==> src/rtl/fetch_unit_pkg.sv <==
// Shared definitions for the instruction fetch stage and its IF/ID register.
`ifndef INSTR_SIZE
`define INSTR_SIZE 32
`endif

package fetch_unit_pkg;

  localparam int unsigned INSTR_SIZE_DEF = `INSTR_SIZE;
  localparam int unsigned ADDR_SIZE_DEF  = 32;

  // addi x0, x0, 0 -- the canonical bubble placed into decode.
  localparam logic [31:0] NOP_INSTR = 32'h0000_0013;

  // Byte distance between consecutive instructions.
  localparam int unsigned PC_INC = 4;

  // REQ : request presented to instruction memory
  // WAIT: one request accepted, response not yet seen
  // HOLD: response parked in the skid buffer while decode is stalled
  typedef enum logic [1:0] {
    S_REQ  = 2'd0,
    S_WAIT = 2'd1,
    S_HOLD = 2'd2
  } fetch_state_e;

endpackage

==> src/rtl/if_id_reg.sv <==
// Pipeline stage register carrying an instruction, its PC and a valid bit.
// Priority: flush > stall > load. A flush inserts a bubble and keeps the PC.
module if_id_reg
  import fetch_unit_pkg::*;
#(
  parameter int unsigned          DATA_W   = INSTR_SIZE_DEF,
  parameter int unsigned          ADDR_W   = ADDR_SIZE_DEF,
  parameter logic [ADDR_W-1:0]    RESET_PC = '0
) (
  input  logic              clk,
  input  logic              rst,
  input  logic              flush_i,
  input  logic              stall_i,
  input  logic              load_i,
  input  logic [DATA_W-1:0] instr_i,
  input  logic [ADDR_W-1:0] pc_i,
  output logic [DATA_W-1:0] instr_o,
  output logic [ADDR_W-1:0] pc_o,
  output logic              valid_o
);

  logic [DATA_W-1:0] instr_q, instr_d;
  logic [ADDR_W-1:0] pc_q, pc_d;
  logic              valid_q, valid_d;

  // Next-state selection with flush/stall/load priority.
  always_comb begin
    instr_d = instr_q;
    pc_d    = pc_q;
    valid_d = valid_q;
    if (flush_i) begin
      instr_d = DATA_W'(NOP_INSTR);
      valid_d = 1'b0;
    end else if (stall_i) begin
      instr_d = instr_q;
    end else if (load_i) begin
      instr_d = instr_i;
      pc_d    = pc_i;
      valid_d = 1'b1;
    end
  end

  // Register update; reset presents a bubble at the reset PC.
  always_ff @(posedge clk or posedge rst) begin
    if (rst) begin
      instr_q <= DATA_W'(NOP_INSTR);
      pc_q    <= RESET_PC;
      valid_q <= 1'b0;
    end else begin
      instr_q <= instr_d;
      pc_q    <= pc_d;
      valid_q <= valid_d;
    end
  end

  assign instr_o = instr_q;
  assign pc_o    = pc_q;
  assign valid_o = valid_q;

endmodule

==> src/rtl/fetch_unit.sv <==
// Instruction fetch stage: PC generation, single-outstanding memory requests,
// a one-entry skid buffer for decode stalls, branch redirects with stale
// response discard, and the IF/ID register feeding decode.
//
// Handshake: a request transfers on a rising edge where IMEM_REQ_VALID and
// IMEM_REQ_READY are both high; while VALID is high and READY low the address
// holds, except for a branch redirect which may retarget it. IMEM_RESP_VALID
// is a one-cycle pulse per accepted request, returned in request order, and
// is always consumed (there is no response back-pressure).
module fetch_unit
  import fetch_unit_pkg::*;
#(
  parameter logic [31:0] RESET_PC   = 32'h0000_0000,
  parameter int unsigned INSTR_SIZE = INSTR_SIZE_DEF,
  parameter int unsigned ADDR_SIZE  = ADDR_SIZE_DEF
) (
  input  logic                  clk,
  input  logic                  rst,
  output logic                  IMEM_REQ_VALID,
  output logic [ADDR_SIZE-1:0]  IMEM_REQ_ADDR,
  input  logic                  IMEM_REQ_READY,
  input  logic                  IMEM_RESP_VALID,
  input  logic [INSTR_SIZE-1:0] IMEM_RESP_DATA,
  input  logic                  STALL_D,
  input  logic                  FLUSH_D,
  input  logic                  BRN_TAKEN,
  input  logic [ADDR_SIZE-1:0]  BRN_TARGET,
  output logic [INSTR_SIZE-1:0] INSTRD,
  output logic [ADDR_SIZE-1:0]  PCD,
  output logic                  VALIDD,
  output fetch_state_e          DBG_STATE
);

  localparam logic [ADDR_SIZE-1:0]  RST_PC = ADDR_SIZE'(RESET_PC);
  localparam logic [ADDR_SIZE-1:0]  INC    = ADDR_SIZE'(PC_INC);
  localparam logic [INSTR_SIZE-1:0] NOP    = INSTR_SIZE'(NOP_INSTR);

  fetch_state_e          state_q, state_d;
  logic [ADDR_SIZE-1:0]  pc_q, pc_d;
  logic                  discard_q, discard_d;
  logic [INSTR_SIZE-1:0] skid_q, skid_d;

  logic                  load;
  logic [INSTR_SIZE-1:0] load_instr;

  // Next-state, PC, skid buffer and discard-flag logic.
  always_comb begin
    state_d    = state_q;
    pc_d       = pc_q;
    discard_d  = discard_q;
    skid_d     = skid_q;
    load       = 1'b0;
    load_instr = skid_q;

    if (BRN_TAKEN) begin
      // Redirect wins over everything, including a response this cycle.
      state_d = S_REQ;
      pc_d    = BRN_TARGET;
      skid_d  = NOP;
      unique case (state_q)
        // A request accepted on this edge will return stale data.
        S_REQ:   discard_d = IMEM_REQ_READY ? 1'b1 : (discard_q & ~IMEM_RESP_VALID);
        // Still outstanding unless its response is the one arriving now
        // (and that arriving response is not itself an older stale one).
        S_WAIT:  discard_d = discard_q | ~IMEM_RESP_VALID;
        default: discard_d = 1'b0;
      endcase
    end else begin
      unique case (state_q)
        S_REQ: begin
          // A stale response can land here right after a redirect.
          if (IMEM_RESP_VALID && discard_q) discard_d = 1'b0;
          if (IMEM_REQ_READY) state_d = S_WAIT;
        end
        S_WAIT: begin
          if (IMEM_RESP_VALID) begin
            if (discard_q) begin
              // Drop the old-path response; the real one is still pending.
              discard_d = 1'b0;
            end else if (STALL_D) begin
              skid_d  = IMEM_RESP_DATA;
              state_d = S_HOLD;
            end else begin
              load       = 1'b1;
              load_instr = IMEM_RESP_DATA;
              pc_d       = pc_q + INC;
              state_d    = S_REQ;
            end
          end
        end
        S_HOLD: begin
          if (!STALL_D) begin
            load       = 1'b1;
            load_instr = skid_q;
            pc_d       = pc_q + INC;
            state_d    = S_REQ;
          end
        end
        default: state_d = S_REQ;
      endcase
    end
  end

  // Fetch state registers.
  always_ff @(posedge clk or posedge rst) begin
    if (rst) begin
      state_q   <= S_REQ;
      pc_q      <= RST_PC;
      discard_q <= 1'b0;
      skid_q    <= NOP;
    end else begin
      state_q   <= state_d;
      pc_q      <= pc_d;
      discard_q <= discard_d;
      skid_q    <= skid_d;
    end
  end

  // The PC only advances once its instruction is loaded, so pc_q is the
  // address of whatever is being requested, awaited or held.
  assign IMEM_REQ_VALID = (state_q == S_REQ);
  assign IMEM_REQ_ADDR  = pc_q;
  assign DBG_STATE      = state_q;

  if_id_reg #(
    .DATA_W   (INSTR_SIZE),
    .ADDR_W   (ADDR_SIZE),
    .RESET_PC (RST_PC)
  ) u_if_id (
    .clk     (clk),
    .rst     (rst),
    .flush_i (FLUSH_D),
    .stall_i (STALL_D),
    .load_i  (load),
    .instr_i (load_instr),
    .pc_i    (pc_q),
    .instr_o (INSTRD),
    .pc_o    (PCD),
    .valid_o (VALIDD)
  );

endmodule

==> config.mk <==
export PLATFORM = sky130hd
export DESIGN_NAME = fetch_unit
export DESIGN_NICKNAME = d
export VERILOG_FILES = /design/src/rtl/fetch_unit_pkg.sv /design/src/rtl/if_id_reg.sv /design/src/rtl/fetch_unit.sv
export SDC_FILE = /design/constraint.sdc
export NUM_CORES = 1
export LEC_CHECK = 0
export CAP_MARGIN = 10
export CORE_MARGIN = 1
export CORE_UTILIZATION = 44
export DETAILED_ROUTE_END_ITERATION = 10
export GPL_ROUTABILITY_DRIVEN = 1
export HOLD_SLACK_MARGIN = 0.1
export PLACE_DENSITY = 0.77
export SLEW_MARGIN = 10
export SYNTH_ARGS = -nofsm -noshare
export SYNTH_HDL_FRONTEND = slang
export SYNTH_HIERARCHICAL = 1
export SYNTH_SLANG_ARGS = --single-unit
==> constraint.sdc <==
create_clock -name clk -period 2.4 [get_ports clk]
set_input_delay 0.48 -clock clk [delete_from_list [all_inputs] [get_ports clk]]
set_output_delay 0.48 -clock clk [all_outputs]
set_load 0.03 [all_outputs]
# [Word-level counts from Yosys, hierarchy flattened]
# Index checks and enable logic that the tools add are counted.
[totals] regBits=132 latch_bits=0 mem_bits_rw=0 romBits=0 inputBits=71 output_inout_bits=100 word_cells=74 mem_count=0
[classes] add_sub_neg=1 multipliers=0 n_div=0 order_cmp=0 eq_ne=9 shifts=0 mux=38 bitwise_logic=5 n_reduce_logical=14
[op_table] operator="two-way mux 32 bit" count=16
[op_table] operator="one-hot mux 32 bit (2 select lines)" count=1
[op_table] operator="adder 32 x 3 -> 32 bit, second input constant" count=1
[op_table] operator="two-way mux 2 bit" count=6
[op_table] operator="two-way mux 1 bit" count=11
[op_table] operator="!= test 3 bit, second input constant" count=3
[op_table] operator="AND reduction 3 bit" count=3
[op_table] operator="AND reduction 4 bit" count=2
[op_table] operator="nonzero test 2 bit" count=4
[op_table] operator="!= test 3 x 1 -> 1 bit, second input constant" count=2
[op_table] operator="one-hot mux 1 bit (2 select lines)" count=3
[op_table] operator="one-hot mux 2 bit (3 select lines)" count=1
[op_table] operator="nonzero test 3 bit" count=2
[op_table] operator="NOT 1 bit" count=3
[op_table] operator="equality test 2 x 1 -> 1 bit, second input constant" count=1
[op_table] operator="equality test 2 bit, second input constant" count=1
[op_table] operator="logical NOT 2 bit" count=1
[op_table] operator="!= test 2 x 1 -> 1 bit, second input constant" count=1
[op_table] operator="!= test 2 bit, second input constant" count=1
[op_table] operator="AND reduction 2 bit" count=1
[op_table] operator="bitwise AND 1 bit" count=1
[op_table] operator="logical AND 1 bit" count=1
[op_table] operator="bitwise OR 1 bit" count=1

# [Depth between registers and ports, before layout]
[depth] ltp_word=8 depth_mapped=10 ltp_nobuf=8

# [Hierarchy]
# The synthesis kept the hierarchy.
[by_module_without_submodules] mod="fetch_unit" n_inst=1 cells_each=411 area_per_inst_um2=3687.3 seq_area_each_um2=1680.4
[by_module_without_submodules] mod="if_id_reg" n_inst=1 cells_each=214 area_per_inst_um2=2686.3 seq_area_each_um2=1630.3

# [Least setup slack after synthesis]
# Ideal clock, no wire load.
[synth_path] kind="flip-flop to flip-flop" start="register state_q[1], in the netlist DBG_STATE[1]" end="register pc_q[25], in the netlist IMEM_REQ_ADDR[25]" setup_ps=69 t_arrival_ps=2488 t_required_ps=2331 setup_slack_ps=-158 path_stages_with_launch=9 path_buffers=1 synth_period_minus_slack_ps=2558 path_cell_list="dfrtp_1 -> inv_1 -> ha_1 -> nor3b_2 -> o21ai_2 -> or4_1 -> buf_2 -> or4_1 -> nand3_1"
[synth_between] elab_chain_cells=3 elab_cells_between_ends=8 classes_between="eq/ne: 4; mux: 2; reduce/logical: 2"
[synth_lines] item="from (decl)" line_no="fetch_unit.sv:38" source="fetch_state_e state_q, state_d;"
[synth_lines] item="from (signal assigned)" line_no="fetch_unit.sv:112" source="state_q <= state_d;"
[synth_lines] item="equality test 2 x 1 -> 1 bit or equality test 2 bit (tied branches)" line_no="fetch_unit.sv:69" source="unique case (state_q)"
[synth_lines] item="!= test 3 bit (no line), or another cell as far along"
[synth_lines] item="AND reduction 3 bit (no line) or two-way mux 32 bit (tied branches)"
[synth_lines] item="to (signal assigned)" line_no="fetch_unit.sv:113" source="pc_q <= pc_d;"
[synth_lines] item="to (decl)" line_no="fetch_unit.sv:39" source="logic [ADDR_SIZE-1:0] pc_q, pc_d;"
# Parallel ways exist; a longest one is shown, timed or not.
# A chain may end at the register's enable or synchronous reset.

# [Final worst setup path]
[layout_path] start="register state_q[0], in the netlist DBG_STATE[0]" end="register pc_q[29], in the netlist IMEM_REQ_ADDR[29]"
# The elaborated chain is that of the path after synthesis.

==> impl_results.md <==
* Post-detailed-route via-to-cell ratio at 5.27
* WS Path Type: reg -> reg
* Worst vdd ir at 0.461 mV
* Synth top area cells: dfrtp_1 49%, nand2_1 10%, mux2_4 7.1%
* Worst Hold Class: reg -> reg
* Dpl ws at -0.269 ns
* Die width at 122 um
* Starting Density at 45.6%
* Root Buffer: clkbuf_16
* Status: finished, final reports clean
* Vias at between 5k and 6k
* Clk pwr share at 40.9%
* Die Area at 0.0150 mm^2
* Type of origin of the critical path: flop
* Internal power at 4.28 mW
* Slew headroom at 70.1%
* Number of enable flip-flop cells after synthesis at 0
* Vias in the first global route at 5337
* Clk Latency, worst-skew pair at ~0.42 ns
* Row cnt at 43
* Gpl congestion at 0.812
* Dpl cell area at 0.00841 mm^2
* CTS tree: done
* Clk sinks at 132
* Worst setup margin at 0.150 ns
* Post-CTS setup buffer count at 0
* Worst Skew at 0.00650 ns
* Number of CTS-inserted buffers at 17
* M1 wire length at 7090 um
* Total iterations of the first detailed-routing run at 5
* DRC viols at 0
* Final period util at 93.7%
* Combinational share of power at 16.7%
* First-pass GRT wire length at around 27000 um
* Antenna violations before repair at 0
* Share of cells above drive strength 1 at 17.8%
* Max Buffers Root-to-Sink at 2
* Max Cap Violations at 0
* Total power at 5.79 mW
* Final ANT Viol Nets at 0
* Synth Cell Area at approximately 0.0064 mm^2
* Hold_buf cts at 0
* Total grt overflow at 0
* Final instance area at 0.00897 mm^2
* Sw power at between 1.5 and 2 mW
* CP max FO at 5
* Diode count at 0
* CP endpoint kind: flop
* Final Hold Vio Count at 0
* Worst hold margin at between 0.4 and 0.5 ns
* Fin cells at 999
* Synth warn at 6
* Nets at 881
* Synthesized flop and latch total at 132
* Area fraction of the dominant cell type after synthesis at between 40% and 50%
* Mapped Nets at 700
* CTS-repair resized insts at 0
* Overall routing resource usage at 23.3%
* Min Tclk post-route at 2.25 ns
* Core ar. at 0.0140 mm^2
* Met2 WL at 8440 um
* Register area share after synthesis at 51.9%
* Drt wl/cell at 16.5 um
* # IOs at 171
* Largest net degree at the start of global routing at a little over 100
* Main synth FF type: dfrtp_1
* Slew @ Worst Pin at roughly 0.45 ns
* Net switching fraction of the power at 26.1%
* Final setup violation count at 0
* Hpwl dp at 11400 um
* RSZ-0062 raised after global routing: no
* Max H-tree Level at 4
* Post-synth ARST share at 100%
* Critical Path RT at 2.74 ns
* Synth cell types at 46
* Synth Instances at ~630
* Crit path arrival time at approximately 2.6 ns
* I/O Buffers at 170
* Initial drt markers at between 300 and 400
* Post-Place Cells at 967
* Final core occ at 64.1%
* DR WL met3 at 719 um
* Maximum clock frequency at roughly 440 MHz
* Setup TNS Final at 0 ns
* Leakage at approximately 3.8 nW
* DIE HEIGHT at between 100 and 150 um
* DR top layer: met4
* Clock transition at path regs at roughly 0.050 ns
* Cell taking the most area after synthesis: dfrtp_1
* Seq pwr share at 42.4%
* Avg Cell Area, Syn at 10.2 um^2
* Cell Pwr Density at 646 mW/mm^2
* DRT Wirelength at 16500 um
* Slew Limit Fails at 0
* Synthesis-to-layout area growth at 40.7%
## cells in the mapped netlist (4+ instances only)
library cell	number
a21oi_1	61
nand3_1	10
o21ai_0	30
and4_1	4
nand3b_1	6
mux2_2	36
mux2_4	30
inv_1	10
clkbuf_1	22
buf_2	8
xnor2_1	21
or4_1	4
dfstp_2	6
ha_1	4
nand2_1	174
nor2_1	10
nor4_1	7
dfrtp_1	126
nor3_1	7
a22oi_1	4
## path summary, 6_finish.rpt
| kind | cells past startpoint | startpoint | slack (ns) | endpoint |
|---|---|---|---|---|
| max | 7 | DBG_STATE[0] | 0.15 | IMEM_REQ_ADDR[29] |
| min | 2 | u_if_id/instr_o[1] | 0.49 | u_if_id/instr_o[1] |
| max reg2reg | 7 | DBG_STATE[0] | 0.15 | IMEM_REQ_ADDR[29] |
| min reg2reg | 2 | u_if_id/instr_o[1] | 0.49 | u_if_id/instr_o[1] |
| max in group asynchronous | 3 | rst | 1.51 | u_if_id/instr_o[0] |
| min in group asynchronous | 3 | rst | 0.54 | IMEM_REQ_ADDR[16] |
## worst max-delay path: stages (launching register included)
cell and delay [ns]:
dfrtp_2 0.45, inv_2 0.08, ha_2 0.20, nor3b_4 0.21, o21ai_2 0.10, or4_4 0.55, or4_1 0.48, nand3_1 0.10
## logic make-up (layout without fill, tap and decap cells)
kind of cell	after synthesis	count (layout)	synth area share (%)
AO/OA/AOI/OAI	103	103	8.72
XOR/XNOR	24	24	3.30
adder cells (fa/ha/maj)	4	4	0.785
buffers and inverters	49	243	3.97
flip-flops	132	132	51.9
multiplexers	69	69	13.9
AND/OR/NAND/NOR	244	244	17.4
## layout by cell type, fill, tap and decap left out, types with 7 or more instances in the layout
cell type	instances
mux2_4	30
xnor2_1	21
dfrtp_1	124
nand3_1	10
a21oi_1	61
mux2_2	36
nor4_1	7
nand2_1	174
nor2_1	10
clkdlybuf4s50_1	168
clkbuf_16	17
buf_4	26
o21ai_0	30
nor3_1	7
## power by group through the flow
| stage | clock (mW) | sequential, mW | combinational [mW] |
|---|---|---|---|
| floorplan | 0 | 2.66 | 0.329 |
| global placement | 0 | 2.48 | 0.943 |
| detailed placement | 0 | 2.49 | 0.965 |
| CTS | 2.42 | 2.46 | 0.973 |
| global route | 2.51 | 2.47 | 1.03 |
| finish | 2.37 | 2.46 | 0.965 |
## registers in the layout (all words and copies together), names as in the netlist
name and flops:
IMEM_REQ_ADDR 32, DBG_STATE 2, u_if_id/valid_o 1, u_if_id/pc_o 32, discard_q 1, u_if_id/instr_o 32
skid_q 32
## layout make-up
cell class / count / area, um^2
timing repair buffer: 201 / 2010
sequential: 132 / 3310
clock buffer: 28 / 527
inverter: 10 / 37.5
tap: 180 / 225
clock inverter: 4 / 20.0
fill: 1093 / 5020
multi-input combinational: 444 / 2840
## metal layers
metal / vias up / track usage (%)
met5: - / 0
met4: 0 / 9.15
li1: 2481 / -
met3: 21 / 4.55
met2: 158 / 39.4
met1: 2608 / 29.4
No activity file was read; power rests on OpenSTA's default activity.
